File: config.mk
export PLATFORM = sky130hd
export DESIGN_NAME = rom_loader
export DESIGN_NICKNAME = d
export VERILOG_FILES = /design/src/rtl/rom_loader.sv
export SDC_FILE = /design/constraint.sdc
export NUM_CORES = 1
export LEC_CHECK = 0
export BUFFER_PORTS_ARGS = -buffer_cell sky130_fd_sc_hd__buf_2
export CORE_MARGIN = 4
export CORE_UTILIZATION = 58
export DETAILED_ROUTE_END_ITERATION = 8
export GPL_TIMING_DRIVEN = 0
export PLACE_DENSITY = 0.8
export SETUP_SLACK_MARGIN = 0.5
export SLEW_MARGIN = 20
export SYNTH_ARGS = -nofsm -noshare
export SYNTH_HDL_FRONTEND = slang
export SYNTH_HIERARCHICAL = 1
export SYNTH_SLANG_ARGS = --single-unit
File: constraint.sdc
create_clock -name clk -period 6.95 [get_ports clk]
set_input_delay 0.695 -clock clk [delete_from_list [all_inputs] [get_ports clk]]
set_output_delay 0.695 -clock clk [all_outputs]
set_load 0.02 [all_outputs]
File: src/rtl/rom_loader.sv
// Packs loader bytes into 16-bit memory writes behind a small word FIFO, captures header/size,
// and holds the core in reset until the last word of the image has been acknowledged.
module rl_fifo #(
  parameter int W     = 8,
  parameter int DEPTH = 4
) (
  input  logic         clk,
  input  logic         resetn,
  input  logic         clr_i,
  input  logic         push_i,
  input  logic [W-1:0] dat_i,
  input  logic         pop_i,
  output logic [W-1:0] dat_o,
  output logic         empty_o,
  output logic         full_o
);
  localparam int PW = $clog2(DEPTH);
  localparam logic [PW:0] PTR_ONE = {{PW{1'b0}}, 1'b1};

  logic [W-1:0] mem_q [DEPTH];
  logic [PW:0]  wr_q;
  logic [PW:0]  rd_q;

  assign empty_o = (wr_q == rd_q);
  assign full_o  = (wr_q[PW] != rd_q[PW]) && (wr_q[PW-1:0] == rd_q[PW-1:0]);
  assign dat_o   = mem_q[rd_q[PW-1:0]];

  always_ff @(posedge clk) begin
    if (!resetn || clr_i) begin
      wr_q <= '0;
      rd_q <= '0;
    end else begin
      if (push_i && !full_o)  wr_q <= wr_q + PTR_ONE;
      if (pop_i  && !empty_o) rd_q <= rd_q + PTR_ONE;
    end
  end

  always_ff @(posedge clk) begin
    if (push_i && !full_o) mem_q[wr_q[PW-1:0]] <= dat_i;
  end
endmodule

module rom_loader #(
  parameter int ADDR_WIDTH = 22,
  parameter int BASE_ADDR  = 0,
  parameter int HDR_BYTES  = 16,
  parameter int FIFO_DEPTH = 4
) (
  input  logic                    clk,
  input  logic                    resetn,
  input  logic [7:0]              rom_loading,
  input  logic [7:0]              rom_do,
  input  logic                    rom_do_valid,
  output logic [ADDR_WIDTH-1:0]   mem_addr,
  output logic [15:0]             mem_din,
  output logic [1:0]              mem_be,
  output logic                    mem_req,
  input  logic                    mem_ack,
  output logic [8*HDR_BYTES-1:0]  header,
  output logic [7:0]              rom_type,
  output logic [23:0]             rom_size,
  output logic                    core_reset,
  output logic                    load_done,
  output logic                    overflow
);
  localparam int CW = ADDR_WIDTH + 1;
  localparam logic [CW-1:0] BASE_EXT = CW'(BASE_ADDR);
  localparam logic [CW-1:0] CNT_ONE  = {{(CW-1){1'b0}}, 1'b1};

  typedef enum logic [1:0] {S_IDLE, S_LOAD, S_FLUSH, S_DONE} state_t;

  typedef struct packed {
    logic [ADDR_WIDTH-1:0] addr;
    logic [15:0]           din;
    logic [1:0]            be;
  } wr_t;

  state_t                 state_q, state_d;
  logic                   ld_prev_q;
  logic [CW-1:0]          cnt_q, cnt_d;
  logic [7:0]             pend_q, pend_d;
  logic [8*HDR_BYTES-1:0] hdr_q, hdr_d;
  logic [7:0]             type_q, type_d;
  logic [23:0]            size_q, size_d;
  logic                   core_rst_q, core_rst_d;
  logic                   ovf_q, ovf_d;
  logic                   req_q, req_d;
  logic [ADDR_WIDTH-1:0]  addr_q, addr_d;
  logic [15:0]            din_q, din_d;
  logic [1:0]             be_q, be_d;

  logic                   loading, start_ev, end_ev;
  logic                   push_vld, push_ok, pop, fifo_clr;
  logic                   fifo_empty, fifo_full;
  logic [ADDR_WIDTH-1:0]  widx;
  logic [CW-1:0]          wsum;
  wr_t                    push_ent, head;

  assign loading  = (rom_loading != 8'd0);
  assign start_ev = loading && !ld_prev_q;
  assign end_ev   = !loading && ld_prev_q;

  always_comb begin
    state_d    = state_q;
    cnt_d      = cnt_q;
    pend_d     = pend_q;
    hdr_d      = hdr_q;
    type_d     = type_q;
    size_d     = size_q;
    core_rst_d = core_rst_q;
    ovf_d      = ovf_q;
    fifo_clr   = 1'b0;
    push_vld   = 1'b0;
    widx       = '0;
    push_ent   = '0;

    case (state_q)
      S_LOAD: begin
        if (rom_do_valid) begin
          for (int k = 0; k < HDR_BYTES; k++) begin
            if (cnt_q == CW'(k)) hdr_d[8*k +: 8] = rom_do;
          end
          if (!cnt_q[0]) begin
            pend_d = rom_do;
          end else begin
            push_vld     = 1'b1;
            widx         = cnt_q[CW-1:1];
            push_ent.din = {rom_do, pend_q};
            push_ent.be  = 2'b11;
          end
          cnt_d  = cnt_q + CNT_ONE;
          size_d = (size_q == 24'hFFFFFF) ? size_q : size_q + 24'd1;
        end
        // Uses the post-strobe count so a byte arriving with the end event is not lost.
        if (end_ev) begin
          if (cnt_d[0]) begin
            push_vld     = 1'b1;
            widx         = cnt_d[CW-1:1];
            push_ent.din = {8'h00, pend_d};
            push_ent.be  = 2'b01;
          end
          state_d = S_FLUSH;
        end
      end
      S_FLUSH: begin
        if (fifo_empty && !req_q) state_d = S_DONE;
      end
      S_DONE: begin
        core_rst_d = 1'b0;
        state_d    = S_IDLE;
      end
      default: ;
    endcase

    wsum          = {1'b0, widx} + BASE_EXT;
    push_ent.addr = wsum[ADDR_WIDTH-1:0];

    if (start_ev) begin
      state_d    = S_LOAD;
      cnt_d      = '0;
      pend_d     = '0;
      hdr_d      = '0;
      type_d     = rom_loading;
      size_d     = '0;
      core_rst_d = 1'b1;
      ovf_d      = 1'b0;
      fifo_clr   = 1'b1;
      push_vld   = 1'b0;
    end

    push_ok = push_vld && !wsum[ADDR_WIDTH] && !fifo_full;
    if (push_vld && !push_ok) ovf_d = 1'b1;
  end

  // The in-flight request always completes; a restart only blocks launching stale queued words.
  always_comb begin
    pop    = 1'b0;
    req_d  = req_q;
    addr_d = addr_q;
    din_d  = din_q;
    be_d   = be_q;
    if (req_q) begin
      if (mem_ack) req_d = 1'b0;
    end else if (!fifo_empty && !fifo_clr) begin
      pop    = 1'b1;
      req_d  = 1'b1;
      addr_d = head.addr;
      din_d  = head.din;
      be_d   = head.be;
    end
  end

  rl_fifo #(
    .W     ($bits(wr_t)),
    .DEPTH (FIFO_DEPTH)
  ) u_fifo (
    .clk     (clk),
    .resetn  (resetn),
    .clr_i   (fifo_clr),
    .push_i  (push_ok),
    .dat_i   (push_ent),
    .pop_i   (pop),
    .dat_o   (head),
    .empty_o (fifo_empty),
    .full_o  (fifo_full)
  );

  always_ff @(posedge clk) begin
    if (!resetn) begin
      state_q    <= S_IDLE;
      ld_prev_q  <= 1'b0;
      cnt_q      <= '0;
      pend_q     <= '0;
      hdr_q      <= '0;
      type_q     <= '0;
      size_q     <= '0;
      core_rst_q <= 1'b0;
      ovf_q      <= 1'b0;
      req_q      <= 1'b0;
      addr_q     <= '0;
      din_q      <= '0;
      be_q       <= '0;
    end else begin
      state_q    <= state_d;
      ld_prev_q  <= loading;
      cnt_q      <= cnt_d;
      pend_q     <= pend_d;
      hdr_q      <= hdr_d;
      type_q     <= type_d;
      size_q     <= size_d;
      core_rst_q <= core_rst_d;
      ovf_q      <= ovf_d;
      req_q      <= req_d;
      addr_q     <= addr_d;
      din_q      <= din_d;
      be_q       <= be_d;
    end
  end

  assign mem_addr   = addr_q;
  assign mem_din    = din_q;
  assign mem_be     = be_q;
  assign mem_req    = req_q;
  assign header     = hdr_q;
  assign rom_type   = type_q;
  assign rom_size   = size_q;
  assign core_reset = core_rst_q;
  assign load_done  = (state_q == S_DONE);
  assign overflow   = ovf_q;
endmodule

* Word-level counts from Yosys, hierarchy flattened *
Memory sizes are Yosys's and may differ from the RTL's. A register that Yosys moved wholly into a read port is not among the register bits.
Index checks and enable logic that the tools add are counted.

storage, ports and cells
  register bits = 203
  RAM bits = 160
  bits of input ports = 20
  logic and storage cells = 143
  memories = 1

memories
  memory        depth  bits a word  read ports  clocked after Yosys merged registers in  wr ports  line  RTL
  u_fifo.mem_q  4      40           1           1                                        1         20    logic [W-1:0] mem_q [DEPTH];

operators by class
  $add $sub $neg = 4
  eq/ne operators = 26
  mux-type cells = 35
  bitwise gates (word level) = 3
  reductions and logical operators = 46

operators with widths
  kind                                                              count
  23-bit by 4-bit == test with 1-bit output, second input constant  8
  22-bit 2-to-1 mux                                                 5
  23-bit by 3-bit == test with 1-bit output, second input constant  4
  18-bit 2-to-1 mux                                                 5
  3-bit AND reduction                                               19
  23-bit by 2-bit == test with 1-bit output, second input constant  2
  23-bit 2-to-1 mux                                                 2
  24-bit by 1-bit adder with 24-bit output, second input constant   1
  24-bit == test, second input constant                             1
  23-bit by 1-bit adder with 23-bit output, second input constant   1
  23-bit by 1-bit == test with 1-bit output, second input constant  1
  23-bit logical NOT                                                1
  1-bit 2-to-1 mux                                                  18
  8-bit 2-to-1 mux                                                  2
  1-bit logical AND                                                 9
  1-bit logical NOT                                                 9
  8-bit nonzero test                                                1
  3-bit by 1-bit adder with 3-bit output, second input constant     2
  3-bit != test, second input constant                              2
  2-bit case mux with 3 select lines                                1
  2-bit == test, second input constant                              2
  2-bit 2-to-1 mux                                                  2
  2-bit != test, second input constant                              2
  2-bit nonzero test                                                2
  10 further kinds                                                  12

* Logic depth before layout (Yosys ltp) *
Gate-level depths: netlist of run 1.

  depth in word-level cells = 11
  gate-level depth with buffers = 11
  gate-level depth less buffers = 10

* Modules after synthesis *
Netlist of run 1, hierarchy kept.

modules (own cells, without submodules)
  module      instances  cells an instance  area each (sq um)
  rom_loader  1          1227               10546.4
  rl_fifo     1          276                6342.3

* Worst setup path after synthesis of run 1 *
No wires, ideal clock.

  path kind = input-to-reg
  start point = input rom_do_valid
  end point = memory u_fifo/mem_q[3][0] (netlist name), enable pin
  data arrival time = 4594 ps
  required time = 6489 ps
  path slack = 1895 ps
  cell stages on the path = 7
  buffers on the path = 1
  cell sequence = clkbuf_1 -> clkinv_1 -> ha_1 -> a211oi_1 -> nor3b_1 -> nand2_1 -> a31oi_1

between the ends
  cells in the longest elaborated chain, start to end = 10
  elaborated cells on any way between the ends = 11

ends and longest elaborated chain
  element                                   line  RTL
  start: declaration                        53    input logic rom_do_valid,
  23-bit 2-to-1 mux                         119   if (rom_do_valid) begin
  23-bit 2-to-1 mux                         117   case (state_q)
  1-bit 2-to-1 mux                          136   if (cnt_d[0]) begin
  1-bit 2-to-1 mux *                        135   if (end_ev) begin
  1-bit 2-to-1 mux *                        117
  1-bit 2-to-1 mux *                        158   if (start_ev) begin
  1-bit logical AND *                       171   push_ok = push_vld && !wsum[ADDR_WIDTH] && !fifo_full;
  via push_ok                               93    logic push_vld, push_ok, pop, fifo_clr;
  1-bit logical AND *                       39    if (push_i && !full_o) mem_q[wr_q[PW-1:0]] <= dat_i;
  1-bit 2-to-1 mux *                        39
  1-bit 2-to-1 mux (implied by the code) *  39
  end: declaration                          20

The timed path passes the listed nets; every way through them passes the cells marked *. The select of a mux whose other input is x is not followed.

* Worst setup path in the final report of run 1 *
  start point = input rom_do_valid
  end point = memory u_fifo/mem_q[3][23] (netlist name), enable pin

Same word-level chain as after synthesis.

==> impl_metrics.toml, run 1 <==
[power_and_ir_drop]
p_seq_share_pct = 49.2
cellPowerDensity_mw_per_mm2 = 249.0
power.share.combinational_pct = 3.1
power.leakage_nw = 7.476
power.total_mw = 5.004
power.switching_mw = 1.072
ir_drop_uv = 213.3
switching_share_pct = 21.41
clock_power_share_pct = 47.7
p_int_mw = 3.932

[worst_hold_path]
min_path_type = "input pin to flip-flop"

[run_status]
status = "complete, no violations"

[floorplan]
die_area_sq_mm = 0.03191
die_h_um = 178.6
row_count = 62
start_util_pct = 58.84
core_sq_mm = 0.02870
ios = 224
die-width_um = 178.6

[routing]
ant_nets = 0
wl_met2_um = 21410
drtIter0Drc = 1183
wl_per_cell_um = 20.52
route.detailed.drc = 0
routedLengthMet1_um = 18350
vias_per_cell = 5.882
num_vias = 12860
maxUsedRoutingLayer = "met4"
drtPass1Iterations = 5
wl_um = 44850
met3_length_um = 3845

[sta]
setup_viol = 0
period_needed_ns = 4.273
period_share_pct = 61.48
slew_headroom_pct = 23.90
drv_slew = 0
skew_ns = 0.01194
finalHoldViolCount = 0
worst_pin_slew_ns = 1.131
fmax_ghz = 0.2341
finalSetupTns_ns = 0
rsz0062_at_grt = "false"

[clock_tree]
cts_setup_buffers = 0
ctsHoldBuffers = 0
cts_tree = "built"
path_clk_slew_ns = 0.06
cts_buffer_depth = 3
cts_max_level = 2
insertion_delay_ns = 0.55
cts_resized = 0
cts_buffers = 42
cts-root-buf = "clkbuf_16"
clock-sinks = 405

[worst_setup_path]
slowest_stage = "a211oi_1"
slowest_delay_ns = 0.72
cp-start-kind = "input pin"
cp.required_ns = 7.19
crit_top_cell = "buf_16"
path_cells = "buf_2, clkbuf_1, clkinv_1, ha_1, a211oi_1, nor3b_1, nand2_1, a31oi_4, buf_16, buf_16"
end_kind = "flip-flop"
worstPathArrival_ns = 4.51
crit_type = "input pin to flip-flop"
crit_fanout = 20

[synthesis]
synth-edff-count = 160
ys_warn_count = 6
syn_area_sq_mm = 0.01689
synth_seq_area_share_pct = 57.49
synth_nets = 1543
synthArstFlopShare_pct = 0
synth-main-ff-cell = "dfxtp_1"
postSynthAreaPerCell_sq_um = 11.24
ys_ff_latch = 405
synthCells = 1503
synthDistinctLibCells = 62

[global_route]
grt_max_degree = 22
gr-usage-all-layers_pct = 27.67
grt_pass1_wl_um = 69570
grt.overflow.total = 0
grt_antenna_before_repair = 1
first_global_vias = 12570

[layout]
drive_above_1_share_pct = 20.77
design_area_sq_mm = 0.02010
syn2layout_area_growth_pct = 19.00
utilization_pct = 70.02
nets = 1807
fillers = 2109

[run]
cap_violations = 0

[placement]
gp_congestion = 0.9360
port_buffers = 215
placed_cell_area_sq_mm = 0.01860
hpwl_um = 30980
## area by class of cell
class,instances,area (sq um),area share (%)
Buffer,101,450.4,2.241
Sequential cell,405,9709,48.31
Clock buffer,51,1126,5.603
Clock inverter,27,361.6,1.799
Timing Repair Buffer,220,1214,6.039
Tap cell,384,480.5,2.391
Antenna cell,1,2.502,0.01245
Multi-Input combinational cell,979,6686,33.27
Inverter,18,67.56,0.3362
## layer usage
metal	up-vias	GRT usage (%)
li1	5892	-
met3	96	5.553
met5	-	0
met2	602	45.21
met4	0	8.379
met1	6267	37.68
## worst max-delay path: cells and delay by family
kind            cells  cell delay [ns]
simple gates        2             0.96
compound gates      2             1.24
fa+ha+maj           1             0.32
buf+inv             5             1.24
## flip-flops by register name (all words and copies together) (netlist names), named ones only
register	cells
u_fifo/mem_q	160
header	128
rom_size	24
cnt_q	23
mem_addr	22
mem_din	16
pend_q	8
rom_type	8
u_fifo/rd_q	3
u_fifo/wr_q	3
mem_be	2
state_q	2
core_reset	1
ld_prev_q	1
mem_req	1
overflow	1
## power by group through the flow
stage | Combinational, mW | Sequential, mW | Clock [mW]
CTS | 0.154 | 2.46 | 2.41
global route | 0.167 | 2.46 | 2.52
global placement | 0.150 | 2.51 | 0
detailed placement | 0.153 | 2.51 | 0
floorplan | 0.0913 | 2.52 | 0
finish | 0.156 | 2.46 | 2.39
## per-stage QoR
stage	setup WS [ns]	instances	hold slack [ns]
6_report	2.677	2186	0.4177
2_1_floorplan	1.895	1503	0.4501
3_3_place_gp	-0.4072	2102	0.4362
5_1_grt	2.323	2186	0.4110
4_1_cts	2.729	2185	0.4073
3_5_place_dp	2.229	2107	0.4430
## cells by family (layout without fill, tap and decap cells)
kind of cell / Yosys count / count (layout) / share of synthesized area, %
buffers and inverters: 119 / 417 / 3.067
DFF: 405 / 405 / 57.49
xor gates and xnor gates: 35 / 35 / 1.815
adders and majority gates: 20 / 20 / 1.482
AOI/OAI and AO/OA: 215 / 215 / 7.890
and+or+nand+nor: 568 / 568 / 16.93
muxes: 141 / 141 / 11.33
other: 0 / 1 / 0
## worst paths after layout
check / startpoint / end / slack, ns / cells past startpoint
worst max-delay path: rom_do_valid / u_fifo/mem_q[3][23] / 2.68 / 10
worst min-delay path: mem_ack / mem_req / 0.42 / 3
worst max register to register: state_q[0] / u_fifo/mem_q[3][23] / 2.74 / 10
worst min register to register: mem_addr[6] / mem_addr[6] / 0.45 / 2
## Yosys cell counts, types with 3 or more instances
master / n / share of area [%]
nand2_1: 227 / 5.0
nand2b_1: 8 / 0.30
nor3_1: 14 / 0.41
or4_1: 9 / 0.40
xnor2_1: 14 / 0.73
ha_1: 20 / 1.5
buf_1: 14 / 0.31
a211oi_1: 7 / 0.31
nor2b_1: 11 / 0.41
and4_1: 7 / 0.36
o211a_1: 4 / 0.24
a22oi_1: 8 / 0.36
a21boi_1: 42 / 1.9
xor2_1: 21 / 1.1
mux2i_1: 100 / 5.9
o21ai_1: 20 / 0.59
nor4_1: 10 / 0.37
o31ai_1: 3 / 0.13
o21ai_0: 10 / 0.30
a31oi_1: 13 / 0.48
nand4_1: 25 / 0.93
and2_1: 22 / 0.81
and3_1: 11 / 0.41
mux4_2: 40 / 5.3
nand3_1: 25 / 0.74
inv_1: 15 / 0.33
nor4bb_1: 3 / 0.18
buf_6: 5 / 0.33
clkbuf_1: 75 / 1.7
dfxtp_1: 245 / 29
nor4_4: 14 / 1.8
o211ai_1: 7 / 0.31
edfxtp_1: 160 / 28
or3_1: 7 / 0.26
a21oi_1: 86 / 2.5
nor4_2: 4 / 0.30
buf_4: 4 / 0.18
nor2_1: 160 / 3.6
## cell usage in the layout, fill, tap and decap left out, types with 8 or more instances in the layout
cell	Yosys	routed
a21boi_1	42	42
a21oi_1	86	86
a22oi_1	8	8
a31oi_1	13	12
and2_1	22	19
and3_1	11	11
buf_1	14	14
buf_2	2	217
clkbuf_1	75	81
clkbuf_16	0	43
clkinv_2	0	11
dfxtp_1	245	245
edfxtp_1	160	160
ha_1	20	20
inv_1	15	15
mux2i_1	100	100
mux4_2	40	40
nand2_1	227	227
nand2b_1	8	8
nand3_1	25	25
nand4_1	25	25
nor2_1	160	160
nor2b_1	11	11
nor3_1	14	14
nor4_1	10	9
nor4_4	14	14
o21ai_0	10	10
o21ai_1	20	20
or4_1	9	9
xnor2_1	14	14
xor2_1	21	21
(Power assumes the default switching activity.)
==> inputs of run 2 (changes only) <==
clock period = 4.2 ns   (was 6.95 ns; I/O delays follow)
==> impl_metrics.toml, run 2 (synthesis gave the netlist of run 1 again) <==
[sta]
rsz0062_at_grt = "false"
setup_viol = 0
skew_ns = 0.01868
slew_headroom_pct = 20.73
drv_slew = 0
period_share_pct = 84.05
timing.hold.ws_ns = 0.1685
period_needed_ns = 3.530
worst_pin_slew_ns = 1.178
fmax_ghz = 0.2833
finalHoldViolCount = 0

[routing]
ant_nets = 0
drtIter0Drc = 1307
num_vias = 12740
vias_per_cell = 5.830
route.detailed.drc = 0
wl_um = 44340
drtPass1Iterations = 5
wl_per_cell_um = 20.29

[worst_hold_path]
min_to = "rom_type[1]"
hold_depth = 3
hold_start = "rom_loading[1]"
min_path_type = "input pin to flip-flop"

[floorplan]
die-width_um = 178.6
core_sq_mm = 0.02870
start_util_pct = 58.84
row_count = 62
die_area_sq_mm = 0.03191
ios = 224
die_h_um = 178.6

[layout]
largest_reg_flops = 160
syn2layout_area_growth_pct = 17.90
drive_above_1_share_pct = 20.16
diodes = 0
mostFrequentLayoutCell = "dfxtp_1"
utilization_pct = 69.37
nets = 1809
fillers = 2101
final_cell_mix = "dfxtp_1 (245), nand2_1 (227), buf_2 (217)"

[global_route]
gr-usage-all-layers_pct = 27.69
first_global_vias = 12490
grt_pass1_wl_um = 69430
grt_antenna_before_repair = 0
grt_max_degree = 29
grt.overflow.total = 0

[run_status]
status = "complete, no violations"

[worst_setup_path]
crit_type = "flip-flop to flip-flop"
ff2ff_path_depth = 10
r2r_end = "u_fifo/mem_q[0][26]"
cp.required_ns = 4.42
cp-start-kind = "flip-flop"
end_kind = "flip-flop"
crit_fanout = 28
rrSetupSlack_ns = 0.67
critPathLaunch = "state_q[1]"
worstPathArrival_ns = 3.75
regToRegStartpoint = "state_q[1]"

[placement]
port_buffers = 215
hpwl_um = 30350
gp_congestion = 0.9504

[clock_tree]
path_clk_slew_ns = 0.06
clock-sinks = 405
insertion_delay_ns = 0.54
cts-root-buf = "clkbuf_16"
cts_tree = "built"
cts_max_level = 2
ctsHoldBuffers = 0
cts_buffers = 41
cts_buffer_depth = 3

[power_and_ir_drop]
cellPowerDensity_mw_per_mm2 = 392.9
ir_drop_uv = 303.5
power.leakage_nw = 7.377

[run]
cap_violations = 0
-- run 2: critical path: stages, from the launching register on --
cell      delay (ns)
dfxtp_1         0.37
inv_1           0.10
ha_1            0.13
buf_2           0.27
inv_2           0.12
clkbuf_1        0.32
a211oi_4        0.45
nor3b_2         0.47
o31a_1          0.23
and2_2          0.44
buf_12          0.27
-- run 2: timing repair --
item / CTS / global route
endpoints found under the setup margin: 161 / 124
buffers inserted: 0 / 3
gates resized for setup: 2 / 1
pin swaps: 0 / 0
endpoints found under the hold margin: 0 / 0
-- run 2: metrics by stage --
stage	instance area (sq um)	setup TNS (ns)	setup WS (ns)	power, mW	instances
3_3_place_gp	18460	-153.31	-1.055	4.408	2102
4_1_cts	19860	0	0.5795	7.845	2182
2_1_floorplan	16900	0	0.5229	4.319	1503
3_5_place_dp	18570	-17.33	-0.2229	4.413	2107
5_1_grt	19910	0	0.5324	8.049	2185
6_report	19910	0	0.6699	7.823	2185
-- run 2: power by group --
part	switching [mW]	internal, mW
registers	0.00928	4.07
logic	0.193	0.0681
clock network	1.49	2.00
total	1.69	6.13
-- run 2: worst max path at each step --
stage / endpoint / slack [ns] / cells past startpoint
floorplan: u_fifo/mem_q[1][0] / 0.52 / 7
global placement: u_fifo/mem_q[1][17] / -1.06 / 8
detailed placement: u_fifo/mem_q[3][14] / -0.22 / 9
CTS: u_fifo/mem_q[3][25] / 0.58 / 10
global route: u_fifo/mem_q[0][18] / 0.53 / 10
finish: u_fifo/mem_q[0][26] / 0.67 / 10
-- run 2: metal layers --
metal / vias to the layer above / routed length, um / global-route usage (%)
li1: 5883 / - / -
met1: 6163 / 18250 / 37.34
met2: 611 / 21380 / 45.29
met3: 82 / 3627 / 6.189
met4: 0 / 1090 / 8.123
met5: - / 0 / 0
-- run 2: cell type report --
type,instances,area (sq um),share of cell area [%]
clock buffers,64,1174,5.894
repair buffers,223,1214,6.095
plain buffers,101,450.4,2.262
clock inverters,11,113.9,0.5718
well taps,384,480.5,2.413
inverters,18,67.56,0.3393
multi-input cells,979,6703,33.66
flip-flops and latches,405,9709,48.76
